--- src/rtl/dcache_refill_ctrl.sv ---
// Miss-handling controller for the 2-way set-associative data cache: selects a victim,
// writes it back when dirty, then requests a burst refill and streams it into the data RAM.
module dcache_refill_ctrl #(
  parameter int TAG_W      = 20,
  parameter int IDX_W      = 8,
  parameter int LINE_WORDS = 4,
  localparam int WORD_W    = $clog2(LINE_WORDS),
  localparam int LINE_W    = 32 * LINE_WORDS
) (
  input  logic              clk,
  input  logic              resetn,
  input  logic              miss_req,
  input  logic [31:0]       miss_addr,
  input  logic              way0_valid,
  input  logic              way1_valid,
  input  logic              way0_dirty,
  input  logic              way1_dirty,
  input  logic [TAG_W-1:0]  way0_tag,
  input  logic [TAG_W-1:0]  way1_tag,
  input  logic [LINE_W-1:0] way0_line,
  input  logic [LINE_W-1:0] way1_line,
  input  logic              lfsr_way,
  output logic              busy,
  output logic              wr_req,
  output logic [31:0]       wr_addr,
  output logic [LINE_W-1:0] wr_data,
  input  logic              wr_rdy,
  output logic              rd_req,
  output logic [31:0]       rd_addr,
  input  logic              rd_rdy,
  input  logic              ret_valid,
  input  logic              ret_last,
  input  logic [31:0]       ret_data,
  output logic              refill_we,
  output logic              refill_way,
  output logic [IDX_W-1:0]  refill_index,
  output logic [WORD_W-1:0] refill_word,
  output logic [31:0]       refill_data,
  output logic [TAG_W-1:0]  refill_tag,
  output logic              done,
  output logic [2:0]        fsm_state
);

  // Handshake: wr_req/rd_req stay high with stable address/data until the cycle
  // in which the matching *_rdy is sampled high; ret_valid beats need no ready.

  localparam int OFF_W = 32 - TAG_W - IDX_W;
  localparam int CNT_W = WORD_W + 1;
  localparam logic [CNT_W-1:0] CNT_LIMIT = CNT_W'(LINE_WORDS);

  typedef enum logic [2:0] {
    IDLE    = 3'd0,
    WB_REQ  = 3'd1,
    RD_REQ  = 3'd2,
    RD_WAIT = 3'd3,
    DONE    = 3'd4
  } state_t;

  state_t state, state_next;

  logic [TAG_W-1:0]  miss_tag_q;
  logic [IDX_W-1:0]  index_q;
  logic [TAG_W-1:0]  victim_tag_q;
  logic [LINE_W-1:0] victim_line_q;
  logic              victim_way_q;
  logic [CNT_W-1:0]  beat_cnt;

  logic              victim_way;
  logic              victim_valid;
  logic              victim_dirty;
  logic              unused_addr_bits;

  assign unused_addr_bits = ^miss_addr[OFF_W-1:0];

  // Prefer an empty way; only consult the LFSR when the set is full.
  always_comb begin
    victim_way = 1'b0;
    if (!way0_valid)      victim_way = 1'b0;
    else if (!way1_valid) victim_way = 1'b1;
    else                  victim_way = lfsr_way;
    victim_valid = victim_way ? way1_valid : way0_valid;
    victim_dirty = victim_way ? way1_dirty : way0_dirty;
  end

  always_ff @(posedge clk or negedge resetn) begin
    if (!resetn) state <= IDLE;
    else         state <= state_next;
  end

  always_comb begin
    state_next = state;
    case (state)
      IDLE:    if (miss_req) state_next = (victim_valid && victim_dirty) ? WB_REQ : RD_REQ;
      WB_REQ:  if (wr_rdy) state_next = RD_REQ;
      RD_REQ:  if (rd_rdy) state_next = RD_WAIT;
      RD_WAIT: if (ret_valid && ret_last) state_next = DONE;
      DONE:    state_next = IDLE;
      default: state_next = IDLE;
    endcase
  end

  assign busy      = (state != IDLE);
  assign wr_req    = (state == WB_REQ);
  assign rd_req    = (state == RD_REQ);
  assign wr_addr   = wr_req ? {victim_tag_q, index_q, {OFF_W{1'b0}}} : 32'd0;
  assign wr_data   = wr_req ? victim_line_q : '0;
  assign rd_addr   = rd_req ? {miss_tag_q, index_q, {OFF_W{1'b0}}} : 32'd0;
  assign fsm_state = state;

  assign refill_way   = victim_way_q;
  assign refill_index = index_q;
  assign refill_tag   = miss_tag_q;

  always_ff @(posedge clk or negedge resetn) begin
    if (!resetn) begin
      miss_tag_q    <= '0;
      index_q       <= '0;
      victim_tag_q  <= '0;
      victim_line_q <= '0;
      victim_way_q  <= 1'b0;
      beat_cnt      <= '0;
      refill_we     <= 1'b0;
      refill_word   <= '0;
      refill_data   <= '0;
      done          <= 1'b0;
    end else begin
      refill_we <= 1'b0;
      done      <= 1'b0;

      if (state == IDLE && miss_req) begin
        miss_tag_q    <= miss_addr[31 -: TAG_W];
        index_q       <= miss_addr[OFF_W +: IDX_W];
        victim_way_q  <= victim_way;
        victim_tag_q  <= victim_way ? way1_tag : way0_tag;
        victim_line_q <= victim_way ? way1_line : way0_line;
        beat_cnt      <= '0;
      end

      if (state == RD_REQ) beat_cnt <= '0;

      // Beats past the end of the line are dropped; the counter parks at the limit.
      if (state == RD_WAIT && ret_valid) begin
        if (beat_cnt < CNT_LIMIT) begin
          refill_we   <= 1'b1;
          refill_word <= beat_cnt[WORD_W-1:0];
          refill_data <= ret_data;
          beat_cnt    <= beat_cnt + CNT_W'(1);
        end
        if (ret_last) done <= 1'b1;
      end
    end
  end

endmodule
--- config.mk ---
export PLATFORM = sky130hd
export DESIGN_NAME = dcache_refill_ctrl
export DESIGN_NICKNAME = d
export VERILOG_FILES = /design/src/rtl/dcache_refill_ctrl.sv
export SDC_FILE = /design/constraint.sdc
export NUM_CORES = 1
export LEC_CHECK = 0
export BUFFER_PORTS_ARGS = -buffer_cell sky130_fd_sc_hd__clkbuf_2
export CORE_AREA = 4 4 242 244
export CTS_CLUSTER_SIZE = 24
export DETAILED_ROUTE_END_ITERATION = 16
export DIE_AREA = 0 0 246 248
export HOLD_SLACK_MARGIN = 0.06
export PLACE_DENSITY_LB_ADDON = 0.3
export SLEW_MARGIN = 10
export SYNTH_ARGS = -nofsm -noshare
export SYNTH_HDL_FRONTEND = slang
export SYNTH_SLANG_ARGS = --single-unit
--- constraint.sdc ---
create_clock -name clk -period 5 [get_ports clk]
set_input_delay 1.25 -clock clk [delete_from_list [all_inputs] [get_ports clk]]
set_output_delay 1.25 -clock clk [all_outputs]
set_load 0.03 [all_outputs]
# Word level (Yosys, flattened, before mapping)
# Cells that the tools add are included.
dict set report word_totals {
  output_inout_bits 263
  in_bits 372
  reg_bits 219
}
dict set report classes {
  n_lt_le_gt_ge 1
  n_eq_ne 7
  n_reduce_logical 8
  add_sub_neg 1
  n_mux 23
}
# operator count
set ops {}
lappend ops {{$mux W128} 2}
lappend ops {{$mux W32} 2}
lappend ops {{$mux W3} 8}
lappend ops {{$mux W20} 1}
lappend ops {{$pmux W3 S4} 1}
lappend ops {{$mux W1} 8}
lappend ops {{$eq A3 B2 Y1 const B} 2}
lappend ops {{$logic_and A1 B1 Y1} 4}
lappend ops {{$ne A2 B1 Y1 const B} 2}
lappend ops {{$ne A2 B2 Y1 const B} 2}
lappend ops {{$reduce_and A4 Y1} 1}
lappend ops {{$add A3 B1 Y3 const B} 1}
lappend ops {{$eq A3 B1 Y1 const B} 1}
lappend ops {{$logic_not A3 Y1} 1}
lappend ops {{$lt A3 B3 Y1 const B} 1}
lappend ops {{$reduce_bool A3 Y1} 1}
lappend ops {{$mux W2} 1}
lappend ops {{$reduce_and A2 Y1} 1}

# Logic depth before layout (Yosys ltp)
dict set report logic_depth {
  ltp_word 7
  ltp_mapped 8
  ltp_nobuf 4
}

# Worst setup path after synthesis
# Ideal clock, no wire load.
dict set report synth_path {
  kind {reg-to-output}
  start {reg state[0] (netlist: fsm_state[0])}
  end {out wr_data[118]}
  n_path_buf 2
  arrival_ps 1680
  path_slack_ps 2070
  path_stages_with_launch 6
  path_cell_list {dfrtp_1 -> buf_6 -> nand2b_4 -> nor2_2 -> clkbuf_1 -> and2_1}
}
dict set report synth_via {
  elab_chain_cells 2
}
# item line_no
set synth_lines {}
lappend synth_lines {{from (decl)} 59} ;# state_t state, state_next;
lappend synth_lines {{from (signal assigned)} 87} ;# else state <= state_next;
lappend synth_lines {{$eq A3 B1 Y1} 103} ;# assign wr_req = (state == WB_REQ);
lappend synth_lines {{named net wr_req} 24} ;# output logic wr_req,
lappend synth_lines {{$mux W128} 106} ;# assign wr_data = wr_req ? victim_line_q : '0;
lappend synth_lines {{to (decl)} 26} ;# output logic [LINE_W-1:0] wr_data,
# The timed path passes the listed nets, and every way through them passes these cells.

# Worst setup path in the final report
dict set report layout_path {
  start {reg state[1] (netlist: fsm_state[1])}
  end {out wr_addr[13]}
}
dict set report layout_via {
  elab_chain_cells 2
}
# item line_no
set layout_lines {}
lappend layout_lines {{$eq A3 B1 Y1} 103}
lappend layout_lines {{$mux W32} 105} ;# assign wr_addr = wr_req ? {victim_tag_q, index_q, {OFF_W{1'b0}}} : 32'd0;
lappend layout_lines {{to (decl)} 25} ;# output logic [31:0] wr_addr,
# Every way passes these cells.

==> impl_metrics.env <==
export IMPL_status="finished clean"
export IMPL_netlist_top_cells_area="dfrtp_1, mux2i_1, and2_1, nand2_1, o21ai_1"
export IMPL_grt_setup_unrepaired="no"
export IMPL_fin_skew_ns=0.02657
export IMPL_tns_ns=0
export IMPL_wl_per_cell_um=15.30
export IMPL_start_util=0.1949
export IMPL_worstRegToRegCells=4
export IMPL_wirelength_mm=37.57
export IMPL_synth_edf_count=0
export IMPL_finalCritPeriodShare=0.8060
export IMPL_overflow=0
export IMPL_row_count=87
export IMPL_worstHoldPathCells=2
export IMPL_vias=9632
export IMPL_synth_common_cells="nand2_1, dfrtp_1, and2_1, mux2i_1, o21ai_1"
export IMPL_seq_area_frac_synth=0.4996
export IMPL_ctsResizeCount=0
export IMPL_drtIter0Drc=241
export IMPL_async_flop_share=1.000
export IMPL_syn_area_um2=10970
export IMPL_synth_top_area_share=0.4996
export IMPL_core_um2=56280
export IMPL_grt_use_total=0.1139
export IMPL_final_max_slew_viol_count=0
export IMPL_synthFlopType="dfrtp_1"
export IMPL_layout_nets=2055
export IMPL_place_gp_congestion=0.8234
export IMPL_drv_cap=0
export IMPL_yosysUniqueCellTypes=34
export IMPL_clk_path_buf_depth=3
export IMPL_ys_seq_elements=219
export IMPL_port_buffers=622
export IMPL_cts_setup_buffers=0
export IMPL_diodes=0
export IMPL_die_area_um2=61010
export IMPL_cp_max_fo=156
export IMPL_hpwl_mm=28.79
export IMPL_viasPerCell=3.922
export IMPL_criticalPathCategory="flip-flop to output port"
export IMPL_ios=635
export IMPL_p_leak_nw=8.730
export IMPL_synth_largest_area_cell="dfrtp_1"
export IMPL_fillers=6142
export IMPL_grt_pass1_vias=9688
export IMPL_synthCells=1099
export IMPL_final_util=0.2781
export IMPL_endpoint_kind="output port"
export IMPL_finalSetupViolations=0
export IMPL_h_tree_depth=1
export IMPL_clk_latency_ns=0.55
export IMPL_syn_area_per_cell_um2=9.981
export IMPL_slew_headroom=0.2105
export IMPL_postRouteAntennaNets=0
export IMPL_cts_tree="built"
export IMPL_cts_buffers=28
export IMPL_finalHoldViolCount=0
export IMPL_yosysWarnings=0
export IMPL_hold_buffers=0
export IMPL_path_clk_slew_ns=0.06
export IMPL_synthToLayoutAreaGrowth_pct=42.68
export IMPL_grt_max_degree=157
export IMPL_multi_input_area_um2=4921
export IMPL_regArea_um2=5480
export IMPL_fmax_ghz=0.2481
export IMPL_grt_first_pass_wirelength_mm=55.67
export IMPL_drive_gt1_frac=0.4194
export IMPL_hold_class="flip-flop to flip-flop"
export IMPL_fin_crit_ns=4.030
export IMPL_start_kind="flip-flop"
export IMPL_arrival_ns=2.78
export IMPL_root_buffer="clkbuf_16"
export IMPL_critPathRequiredTime_ns=3.75
export IMPL_cts_sinks=219
export IMPL_drc=0
export IMPL_yosysMostFrequentCell="nand2_1"
export IMPL_tightest_slew_ns=1.184
export IMPL_irDropWorstVdd_v=0.0002636
export IMPL_powerDensity_nw_per_um2=548.8
export IMPL_dr_pass1_iters=4
export IMPL_antenna_found_initial=0
export IMPL_die_w_um=246
export IMPL_die_h_um=248
## kinds of logic after synthesis
family | synth area share
buf+inv | 0.05601
flops | 0.4996
mux | 0.1718
compound gates | 0.07266
simple gates | 0.1985
other cells | 0.0003419
fa+ha+maj | 0.001140
## worst paths after layout
kind / slack, ns / from / endpoint
worst min register to register: 0.47 / victim_line_q[33]$_DFFE_PN0P_ / victim_line_q[33]$_DFFE_PN0P_
min in group asynchronous: 0.74 / resetn / refill_tag[11]$_DFFE_PN0P_
worst max register to register: 2.26 / fsm_state[1]$_DFFE_PN0P_ / victim_line_q[12]$_DFFE_PN0P_
max in group asynchronous: 3.68 / resetn / victim_line_q[73]$_DFFE_PN0P_
worst min-delay path: 0.47 / victim_line_q[33]$_DFFE_PN0P_ / victim_line_q[33]$_DFFE_PN0P_
worst max-delay path: 0.97 / fsm_state[1]$_DFFE_PN0P_ / wr_addr[13]
## flip-flops by register name (all words and copies together) (netlist names)
register / flops
victim_tag_q: 20
refill_we: 1
fsm_state: 3
victim_line_q: 128
refill_index: 8
beat_cnt: 3
done: 1
refill_way: 1
refill_tag: 20
refill_data: 32
refill_word: 2
## layout by cell type (no fill, tap or decap), drive strengths merged, types with 4 or more instances in the layout
cell type and n:
clkbuf 663, nand2 241, dfrtp 219, and2 158, o21ai 152, mux2i 150, mux2 34, and3 28
buf 17, conb 8, nor3 5, nor2 4
## layout make-up
class	instances	area share
Sequential cell	219	0.3501
Timing Repair Buffer	638	0.2128
Multi-Input combinational cell	792	0.3144
Tap cell	756	0.06044
Inverter	3	0.0007195
Clock buffer	42	0.05460
Clock inverter	6	0.006875
## worst max-delay path, stage by stage (launching register included)
cell and delay (ns):
dfrtp_1 0.83, nor2_4 0.32, buf_12 0.41, and2_1 0.21, clkbuf_2 0.25
## routing by layer
| metal | track usage | up-vias | wire length (µm) |
|---|---|---|---|
| li1 | - | 4803 | - |
| met1 | 0.1456 | 4466 | 15920 |
| met2 | 0.1953 | 320 | 18320 |
| met3 | 0.02615 | 43 | 2447 |
| met4 | 0.02853 | 0 | 887 |
| met5 | 0 | - | 0 |
## per-stage QoR
step,hold WS [ns],cell area (µm²),total power (W),setup WS [ns],std cells
global route,0.4937,15650,0.009201,0.7823,2456
floorplan,0.4418,11000,0.005419,2.070,1106
CTS,0.4758,15650,0.008773,0.9069,2456
detailed placement,0.4630,14690,0.006600,1.537,2408
finish,0.4697,15650,0.008590,0.9698,2456
global placement,0.4564,14690,0.006529,1.601,2408
## where the power goes
part           switching (W)  total (W)  internal (W)  leakage, nW
registers           0.000488    0.00306       0.00257         2.74
clock network       0.000770    0.00209       0.00132        0.471
logic                0.00231    0.00345       0.00114         5.52
(Power assumes the default switching activity.)
